File: config.mk
export PLATFORM = sky130hd
export DESIGN_NAME = seq_shift_add_multiplier
export DESIGN_NICKNAME = d
export VERILOG_FILES = /design/src/rtl/seq_shift_add_multiplier.sv
export SDC_FILE = /design/constraint.sdc
export NUM_CORES = 1
export LEC_CHECK = 0
export CAP_MARGIN = 30
export CORE_UTILIZATION = 50
export DETAILED_ROUTE_END_ITERATION = 8
export GPL_TIMING_DRIVEN = 0
export PLACE_DENSITY = 0.73
export SLEW_MARGIN = 10
export SYNTH_ARGS = -nofsm -noshare
export SYNTH_HDL_FRONTEND = slang
export SYNTH_SLANG_ARGS = --single-unit
File: constraint.sdc
create_clock -name clk -period 5.5 [get_ports clk]
set_input_delay 1.1 -clock clk [delete_from_list [all_inputs] [get_ports clk]]
set_output_delay 1.1 -clock clk [all_outputs]
set_load 0.02 [all_outputs]
File: src/rtl/seq_shift_add_multiplier.sv
// Iterative shift-add multiplier: unsigned or two's-complement, one multiplier bit per clock.
// Latency: done pulses WIDTH+2 edges after start is sampled (fixed; no early termination).
// Backpressure: none; start is accepted only in IDLE, and while busy it is ignored.
module seq_shift_add_multiplier #(
   parameter int WIDTH     = 32,
   parameter bit SIGNED_EN = 1'b1
) (
   input  logic                 clk,
   input  logic                 reset,
   input  logic                 start,
   input  logic                 is_signed,
   input  logic [WIDTH-1:0]     multiplicand_in,
   input  logic [WIDTH-1:0]     multiplier_in,
   output logic                 busy,
   output logic                 done,
   output logic [2*WIDTH-1:0]   product_out
);

   localparam int CW = $clog2(WIDTH + 1);

   typedef enum logic [1:0] {IDLE, CALC, FINISH} state_t;

   state_t               state_q, state_d;
   logic [WIDTH-1:0]     mcand_q, mcand_d;
   logic [2*WIDTH-1:0]   prod_q, prod_d;
   logic [CW-1:0]        count_q, count_d;
   logic                 neg_q, neg_d;
   logic                 busy_q, busy_d;
   logic                 done_q, done_d;
   logic [2*WIDTH-1:0]   product_q, product_d;

   logic                 sign_flag;
   logic [WIDTH-1:0]     mcand_mag;
   logic [WIDTH-1:0]     mplier_mag;
   logic [WIDTH:0]       add_term;
   logic [WIDTH:0]       sum;

   // Next-state logic: operand capture as magnitudes, one add/shift step per cycle, sign fix-up at the end.
   always_comb begin
      state_d   = state_q;
      mcand_d   = mcand_q;
      prod_d    = prod_q;
      count_d   = count_q;
      neg_d     = neg_q;
      product_d = product_q;
      done_d    = 1'b0;

      // The most negative value negates to itself, which read unsigned is exactly its magnitude.
      sign_flag  = is_signed & SIGNED_EN;
      mcand_mag  = (sign_flag && multiplicand_in[WIDTH-1]) ? -multiplicand_in : multiplicand_in;
      mplier_mag = (sign_flag && multiplier_in[WIDTH-1])   ? -multiplier_in   : multiplier_in;

      // Upper-half accumulate kept one bit wider so the carry shifts into the product.
      add_term = prod_q[0] ? {1'b0, mcand_q} : '0;
      sum      = {1'b0, prod_q[2*WIDTH-1:WIDTH]} + add_term;

      case (state_q)
         IDLE: begin
            if (start) begin
               mcand_d = mcand_mag;
               neg_d   = sign_flag & (multiplicand_in[WIDTH-1] ^ multiplier_in[WIDTH-1]);
               prod_d  = {{WIDTH{1'b0}}, mplier_mag};
               count_d = '0;
               state_d = CALC;
            end
         end
         CALC: begin
            prod_d  = {sum, prod_q[WIDTH-1:1]};
            count_d = count_q + 1'b1;
            if (count_q == CW'(WIDTH - 1)) begin
               state_d = FINISH;
            end
         end
         FINISH: begin
            // Negating zero yields zero, so a zero operand needs no special case.
            product_d = neg_q ? -prod_q : prod_q;
            done_d    = 1'b1;
            state_d   = IDLE;
         end
         default: begin
            state_d = IDLE;
         end
      endcase

      busy_d = (state_d != IDLE);
   end

   // State and registered outputs; reset abandons any operation in flight.
   always_ff @(posedge clk or negedge reset) begin
      if (!reset) begin
         state_q   <= IDLE;
         mcand_q   <= '0;
         prod_q    <= '0;
         count_q   <= '0;
         neg_q     <= 1'b0;
         busy_q    <= 1'b0;
         done_q    <= 1'b0;
         product_q <= '0;
      end else begin
         state_q   <= state_d;
         mcand_q   <= mcand_d;
         prod_q    <= prod_d;
         count_q   <= count_d;
         neg_q     <= neg_d;
         busy_q    <= busy_d;
         done_q    <= done_d;
         product_q <= product_d;
      end
   end

   assign busy        = busy_q;
   assign done        = done_q;
   assign product_out = product_q;

endmodule

# Yosys cells after proc, flatten, opt, wreduce, memory -nomap -nowiden
# Index checks and enable logic that the tools add are counted.
[word_totals]
elab_cells = 38
ff_bits = 171
input_bits = 68
out_inout_bits = 66
[classes]
n_mux = 12
bitwise_logic = 2
addsub = 5
n_reduce_logical = 7
eq_ne = 4
[ops]
columns = ["cell", "n"]
rows = [
  ["$mux 64", 2],
  ["$pmux 64 s2", 1],
  ["$mux 32", 3],
  ["$neg 32->32", 2],
  ["$neg 64->64", 1],
  ["$add 32x32->33", 1],
  ["$pmux 6 s2", 1],
  ["$add 6x1->6 const B", 1],
  ["$eq 6x5->1 const B", 1],
  ["$mux 6", 1],
  ["$mux 2", 2],
  ["$pmux 2 s2", 1],
  ["$reduce_and 2->1", 2],
  ["$reduce_bool 2->1", 2],
  ["$eq 2x1->1 const B", 1],
  ["$eq 2x2->1 const B", 1],
  ["$logic_and 1x1->1", 2],
  ["$logic_not 2->1", 1],
  ["$ne 2x2->1 const B", 1],
  ["$and 1x1->1", 1],
  ["$mux 1", 1],
  ["$xor 1x1->1", 1],
]

# Logic depth before layout (Yosys ltp)
# Gate-level depths: netlist of the first run.
[depth]
ltp_word = 4
ltp_mapped = 13
mapped_depth_nobuf = 11

# Least setup slack after synthesis of the first run
# Ideal clock, no wire load.
[synth_path]
path_type = "reg2reg"
startpoint = "reg prod_q[0]"
endpoint = "reg product_q[48] (netlist: product_out[48])"
stages_incl_launch_ff = 12
arrival_ns = 3.160
setup_ns = 0.130
required_time_ns = 5.370
n_path_buf = 2
period_less_slack_ns = 3.289
slack_ns = 2.211
cell_sequence = "dfrtp_1 -> clkbuf_1 -> inv_1 -> ha_1 -> or3b_2 -> or4_1 -> or4_4 -> buf_6 -> or4_4 -> o31ai_4 -> xor2_1 -> o21ai_1"
[synth_via]
elab_chain_cells = 2
[synth_rtl]
columns = ["item", "line_no", "rtl"]
rows = [
  ["start, declared", "25", "logic [2*WIDTH-1:0] prod_q, prod_d;"],
  ["start signal, assigned", "102", "prod_q <= prod_d;"],
  ["$neg 64->64", "76", "product_d = neg_q ? -prod_q : prod_q;"],
  ["$mux 64", "76", ""],
  ["end signal, assigned", "107", "product_q <= product_d;"],
  ["end, declared", "30", "logic [2*WIDTH-1:0] product_q, product_d;"],
]
# Every way passes these cells.
# A chain may end at the register's enable or synchronous reset.

# Worst setup path in the final report of the first run
[layout_path]
startpoint = "reg prod_q[0]"
endpoint = "reg prod_q[59]"
[layout_via]
elab_chain_cells = 3
[layout_rtl]
columns = ["item", "line_no", "rtl"]
rows = [
  ["$mux 32", "54", "add_term = prod_q[0] ? {1'b0, mcand_q} : '0;"],
  ["$add 32x32->33", "55", "sum = {1'b0, prod_q[2*WIDTH-1:WIDTH]} + add_term;"],
  ["$pmux 64 s2", "57", "case (state_q)"],
]
# Every way passes these cells.

==> metrics.md, run 1 <==
| Metric | Value |
|---|---|
| Status | `finished clean` |
| I/O Buffers | `133` |
| Startpoint types | `flop` |
| Initial Util | `51.32%` |
| Initial DRC Count | `622` |
| Synthesis Warnings | `0` |
| CP Max Fanout | `10` |
| Post-DRT Antenna Nets | `0` |
| # fillers | `1,877` |
| Post-Synth Adder-Cell Area | `4.334%` |
| Vias in the first global route | `9,428` |
| CTS tree | `done` |
| Number of I/O pins | `134` |
| Worst path required time | `5.81 ns` |
| Clk sinks | `171` |
| Hold depth | `2` |
| Post-CTS sizing | `0` |
| Mapped Nets | `1,372` |
| Root buffer cell | `clkbuf_16` |
| CP max stage delay | `0.68 ns` |
| Compound-gate portion of the synthesized area | `22.51%` |
| Clock transition at path regs | `0.08 ns` |
| Antenna violations before repair | `0` |
| Synth area leader | `dfrtp_1` |
| Synthesis-to-layout area growth | `21.42%` |
| Endpoints failing setup | `0` |
| Cells after Synth | `1,267` |
| Postcts setup bufs | `0` |
| Detailed Route WL | `30.65 mm` |
| GRT Total Usage | `28.62%` |
| Pin count of the biggest net entering global routing | `112` |
| Headroom to the max-slew limit | `54.11%` |
| Seq/Total Area, Yosys | `39.42%` |
| Design Area, Final | `0.01318 mm²` |
| Most common flop cell mapped by yosys | `dfrtp_1` |
| Cell area after synthesis | `0.01086 mm²` |
| Fmax achieved | `242.6 MHz` |
| R2R depth | `12` |
| Setup ws final | `1.378 ns` |
| Worst-margin pin slew | `0.6710 ns` |
| Hold Path Class | `reg2reg` |
| Die area | `0.02230 mm²` |
| # diodes | `0` |
| Place WS | `1.458 ns` |
| Setup CP Type | `reg2reg` |
| Final period utilization | `74.94%` |
| Hold_buf cts | `0` |
| Worst Setup End Kind | `flop` |
| Final HPWL DP | `23.98 mm` |
| Gpl congestion | `0.9723` |
| Clock Tree Buf Depth | `2` |
| Cell repeated most along the worst path | `clkbuf_1` |
| Routed length per instance | `17.93 µm` |
| Pwr dens | `505.1 mW/mm²` |
| Row cnt | `53` |
| Syn_area_per_cell | `8.568 µm²` |
| Skew final | `0.01179 ns` |
| Nets | `1,526` |
| RSZ-0062 raised after global routing | `no` |
| Post-synth top area share | `39.42%` |
| First-pass GRT wire length | `49.71 mm` |
| Grt ovf | `0` |
| Synth area leaders | `dfrtp_1, o21ai_0, xor2_1, nand2_1, ha_1` |
| Layout Utilization | `62.31%` |
| Peak supply drop | `238.9 µV` |
| Flops & latches, synth | `171` |
| Leak | `0.005281 µW` |
| Top-count cell post-synth | `nand2_1` |
| Critical-path top delay cell | `or4b_2` |
| Die Y | `149.3 µm` |
| Die width | `149.3 µm` |
| Top cells by count, synth | `nand2_1, o21ai_0, dfrtp_1` |
| Synth Area in XOR/XNOR | `11.54%` |
| Final hold vios | `0` |
| Critical path arrival | `4.44 ns` |
| Yosys cell types | `59` |
| Placed cell areas | `0.01257 mm²` |
| Finished Layout Cells | `1,709` |
| First-pass iteration count of the detailed router | `5` |
| Crit-path cells | `clkbuf_1, clkbuf_1, and2_1, ha_1, clkbuf_1, nand2_1, or4b_2, a31oi_1, o2111ai_1, a211oi_1, o21ai_0, a32o_1` |
| Number of H-tree levels | `4` |
| Max_cap viols | `0` |
| Post-synthesis simple-gate area fraction | `18.44%` |
| CTS buffer count | `17` |
| Residual DRC count | `0` |
| Mux contribution to synthesized area | `0.4610%` |
| Clock latency on the worst-skew pair | `0.44 ns` |
| Post-route minimum period | `4.122 ns` |
| Total core area | `0.02115 mm²` |
| Largest family of logic cells by synthesized area | `compound AO/OA/AOI/OAI gates` |
| Post-synthesis async set-or-reset flop share | `100.0%` |
| Layout cells sized above 1 | `3.766%` |
| Fin. max-slew vios | `0` |
| Number of synthesized flops with an enable pin | `0` |
| Inst Count DP | `1,677` |
| Via/cell ratio | `5.847` |
| Via Count | `9,993` |
==> state kept, by name, indices dropped and copies added, names as in the netlist <==
| name | flops |
|---|---|
| neg_q | 1 |
| prod_q | 64 |
| done | 1 |
| mcand_q | 32 |
| count_q | 6 |
| product_out | 64 |
| state_q | 2 |
| busy | 1 |
==> area by class of cell <==
class | instances | area (µm²) | share of cell area (%)
inverters | 25 | 93.84 | 0.7120
well taps | 275 | 344.1 | 2.611
clock buffers | 18 | 439.2 | 3.332
repair buffers | 135 | 1369 | 10.39
plain buffers | 68 | 264.0 | 2.003
clock inverters | 14 | 172.7 | 1.310
flip-flops and latches | 171 | 4279 | 32.47
multi-input cells | 1003 | 6218 | 47.18
==> per-stage QoR <==
step           setup TNS, ns  hold WS (ns)  total power, µW
4_1_cts                    0        0.4811             6617
5_1_grt                    0        0.4940             7159
2_1_floorplan              0        0.4424             4393
6_report                   0        0.4760             6657
3_3_place_gp         -612.65        0.4542             5313
3_5_place_dp               0        0.4643             5379
==> report_power, final <==
group / switching, µW / internal, µW / leakage, µW
sequential: 605 / 1690 / 0.00219
clock: 599 / 631 / 0.000293
combinational: 1840 / 1290 / 0.00280
total: 3050 / 3610 / 0.00528
==> cells in the final DEF, fill, tap and decap left out, types with 8 or more instances in the layout <==
cell / synthesis / final
a21o_1: 10 / 10
inv_1: 25 / 25
xnor2_1: 50 / 50
o31ai_1: 30 / 30
o22ai_1: 15 / 15
and2_1: 36 / 36
o41ai_1: 21 / 21
or3_1: 18 / 18
clkbuf_1: 60 / 60
ha_1: 36 / 36
nand3_1: 16 / 16
o211ai_1: 8 / 8
o21ai_0: 178 / 178
nand4_1: 18 / 18
a31oi_1: 14 / 14
a22oi_1: 22 / 22
dfrtp_1: 171 / 171
xor2_1: 93 / 93
a21oi_1: 67 / 67
nor2_1: 49 / 49
nor3_1: 26 / 26
or4_1: 11 / 11
clkbuf_16: 0 / 17
nor4_1: 10 / 10
clkdlybuf4s50_1: 0 / 132
nand2_1: 191 / 191
==> cell families (layout without fill, tap and decap cells) <==
| kind of cell | Yosys count | in the layout |
|---|---|---|
| xor gates and xnor gates | 143 | 143 |
| and+or+nand+nor | 414 | 414 |
| muxes | 5 | 5 |
| DFF | 171 | 171 |
| buffers and inverters | 93 | 260 |
| adders and majority gates | 37 | 37 |
| AOI/OAI and AO/OA | 404 | 404 |
==> path summary, 6_finish.rpt <==
path | startpoint | to | slack (ns)
max in group asynchronous | reset | mcand_q[9]$_DFFE_PN0P_ | 4.01
worst min register to register | mcand_q[0]$_DFFE_PN0P_ | mcand_q[0]$_DFFE_PN0P_ | 0.48
worst max register to register | prod_q[0]$_DFFE_PN0P_ | prod_q[59]$_DFFE_PN0P_ | 1.38
min in group asynchronous | reset | product_out[15]$_DFFE_PN0P_ | 0.58
worst min-delay path | mcand_q[0]$_DFFE_PN0P_ | mcand_q[0]$_DFFE_PN0P_ | 0.48
worst max-delay path | prod_q[0]$_DFFE_PN0P_ | prod_q[59]$_DFFE_PN0P_ | 1.38
==> per-layer routing <==
layer | routed length, µm | up-vias | GRT usage, %
met5 | 0 | - | 0
met4 | 614 | 0 | 8.622
met3 | 2006 | 48 | 4.312
met2 | 13880 | 359 | 44.26
met1 | 14150 | 4702 | 41.20
li1 | - | 4884 | -
==> critical path: cells and delay by family, from the launching register on <==
family / cells / cell delay [ns]
buf+inv: 3 / 1.05
fa+ha+maj: 1 / 0.14
flops: 1 / 0.38
simple gates: 3 / 1.11
compound gates: 5 / 1.32
Note: power is estimated with default switching activity, not from simulation.
==> run 2, diff against run 1 <==
==> constraint.sdc (replaced) <==
create_clock -name clk -period 4.1 [get_ports clk]
set_input_delay 0.82 -clock clk [delete_from_list [all_inputs] [get_ports clk]]
set_output_delay 0.82 -clock clk [all_outputs]
set_load 0.02 [all_outputs]
==> metrics.md, run 2 (same netlist as run 1, synthesis figures left out) <==
| Metric | Value |
|---|---|
| Status | `finished clean` |
| Fin Setup TNS | `0 ns` |
| Total core area | `0.02115 mm²` |
| Final HPWL DP | `23.98 mm` |
| Most frequent cells in the layout | `nand2_1, o21ai_0, dfrtp_1, clkdlybuf4s50_1, xor2_1` |
| Headroom to the max-slew limit | `54.06%` |
| First-pass iteration count of the detailed router | `5` |
| Residual DRC count | `0` |
| Gpl congestion | `0.9723` |
| Most common cell after layout, fill and taps aside | `nand2_1` |
| Setup CP Type | `reg2reg` |
| Leak | `0.005279 µW` |
| # fillers | `1,875` |
| Die Y | `149.3 µm` |
| Clock Tree Buf Depth | `2` |
| CTS buffer count | `17` |
| Detailed Route WL | `30.64 mm` |
| Root buffer cell | `clkbuf_16` |
| Synthesis-to-layout area growth | `21.40%` |
| Endpoints failing setup | `0` |
| Number of H-tree levels | `4` |
| Row cnt | `53` |
| CP max stage delay | `0.68 ns` |
| Multi-input gate area | `0.006220 mm²` |
| Max_cap viols | `0` |
| Grt ovf | `0` |
| First-pass GRT wire length | `49.71 mm` |
| Pin count of the biggest net entering global routing | `112` |
| Layout cells sized above 1 | `3.838%` |
| Critical path arrival | `4.08 ns` |
| Clock transition at path regs | `0.08 ns` |
| Via Count | `10,019` |
| Critical-path top delay cell | `or4b_2` |
| Pwr Total | `8923 µW` |
| Skew final | `0.01082 ns` |
| Postcts setup bufs | `0` |
| Peak supply drop | `318.8 µV` |
| Post-route minimum period | `3.767 ns` |
| Routed length per instance | `17.94 µm` |
| Vias in the first global route | `9,428` |
| Worst Setup End Kind | `flop` |
| Final period utilization | `91.89%` |
| GRT Total Usage | `28.62%` |
| Die width | `149.3 µm` |
| Post-DRT Antenna Nets | `0` |
| Hold_buf cts | `0` |
| Worst path required time | `4.41 ns` |
| Via/cell ratio | `5.866` |
| Clock latency on the worst-skew pair | `0.43 ns` |
| Crit-path leading delay family | `compound AO/OA/AOI/OAI gates` |
| Crit-path cells | `clkbuf_1, and2_1, ha_1, clkbuf_1, nand2_1, or4b_2, a31oi_1, o2111ai_1, a211oi_1, o21ai_0, a32o_1` |
| Initial DRC Count | `730` |
| # diodes | `0` |
| Fmax achieved | `265.4 MHz` |
| Worst path bufs/invs | `2` |
| Initial Util | `51.32%` |
| Pwr dens | `677.1 mW/mm²` |
| I/O Buffers | `133` |
| Cell repeated most along the worst path | `clkbuf_1` |
| Number of I/O pins | `134` |
| Clk sinks | `171` |
| Die area | `0.02230 mm²` |
| Worst-margin pin slew | `0.6892 ns` |
| Antenna violations before repair | `0` |
| Fin. max-slew vios | `0` |
| CP Max Fanout | `11` |
| CTS tree | `done` |
| Register area | `0.004280 mm²` |
| Startpoint types | `flop` |
| Final hold vios | `0` |
| Hold Path Class | `in2async` |
| Nets | `1,525` |
| Fin Hold WS | `0.3013 ns` |
| RSZ-0062 raised after global routing | `no` |
[run 2: changes by cell type in the layout (fill, tap and decap cells not counted), sizes merged]
cell    change
clkbuf      -1
[run 2: through the flow]
step / setup slack (ns) / instance area [µm²] / utilization (%) / instances
final: 0.3326 / 13180 / 62.30 / 1708
after floorplan: 0.8109 / 10860 / - / 1267
after global placement: -4.727 / 12530 / 59.24 / 1675
after CTS: 0.06728 / 13180 / 62.31 / 1709
after detailed placement: 0.09038 / 12570 / 59.41 / 1677
after global routing: 0.08842 / 13180 / 62.30 / 1708
[run 2: layout make-up]
class	instances	area share [%]
multi-input cells	1003	47.19
flip-flops and latches	171	32.48
repair buffers	135	10.39
clock buffers	18	3.332
well taps	275	2.611
plain buffers	67	1.975
clock inverters	14	1.310
inverters	25	0.7120
[run 2: path summary, 6_finish.rpt]
| path | start | endpoint | slack [ns] | cells past startpoint |
|---|---|---|---|---|
| min | reset | product_out[15]$_DFFE_PN0P_ | 0.30 | 1 |
| max in group asynchronous | reset | mcand_q[9]$_DFFE_PN0P_ | 2.90 | 2 |
| max | prod_q[0]$_DFFE_PN0P_ | prod_q[59]$_DFFE_PN0P_ | 0.33 | 11 |
| min in group clk | mcand_q[0]$_DFFE_PN0P_ | mcand_q[0]$_DFFE_PN0P_ | 0.48 | 2 |
| max reg2reg | prod_q[0]$_DFFE_PN0P_ | prod_q[59]$_DFFE_PN0P_ | 0.33 | 11 |
| min reg2reg | mcand_q[0]$_DFFE_PN0P_ | mcand_q[0]$_DFFE_PN0P_ | 0.48 | 2 |
[run 2: repair_timing]
action / CTS / global route
resized for setup: 0 / 2
endpoints found under the setup margin: 0 / 9
hold endpoints to repair: 0 / 0
[run 2: power breakdown]
| group | total (µW) | internal [µW] | switching [µW] |
|---|---|---|---|
| combinational | 4170 | 1720 | 2440 |
| clock | 1650 | 847 | 804 |
| sequential | 3110 | 2270 | 834 |
[run 2: per-layer routing]
layer,up-vias,wire (µm),global-route usage (%)
met2,346,13860,44.26
met3,48,1879,4.312
met4,0,616,8.622
met5,-,0,0
li1,4884,-,-
met1,4741,14290,41.20
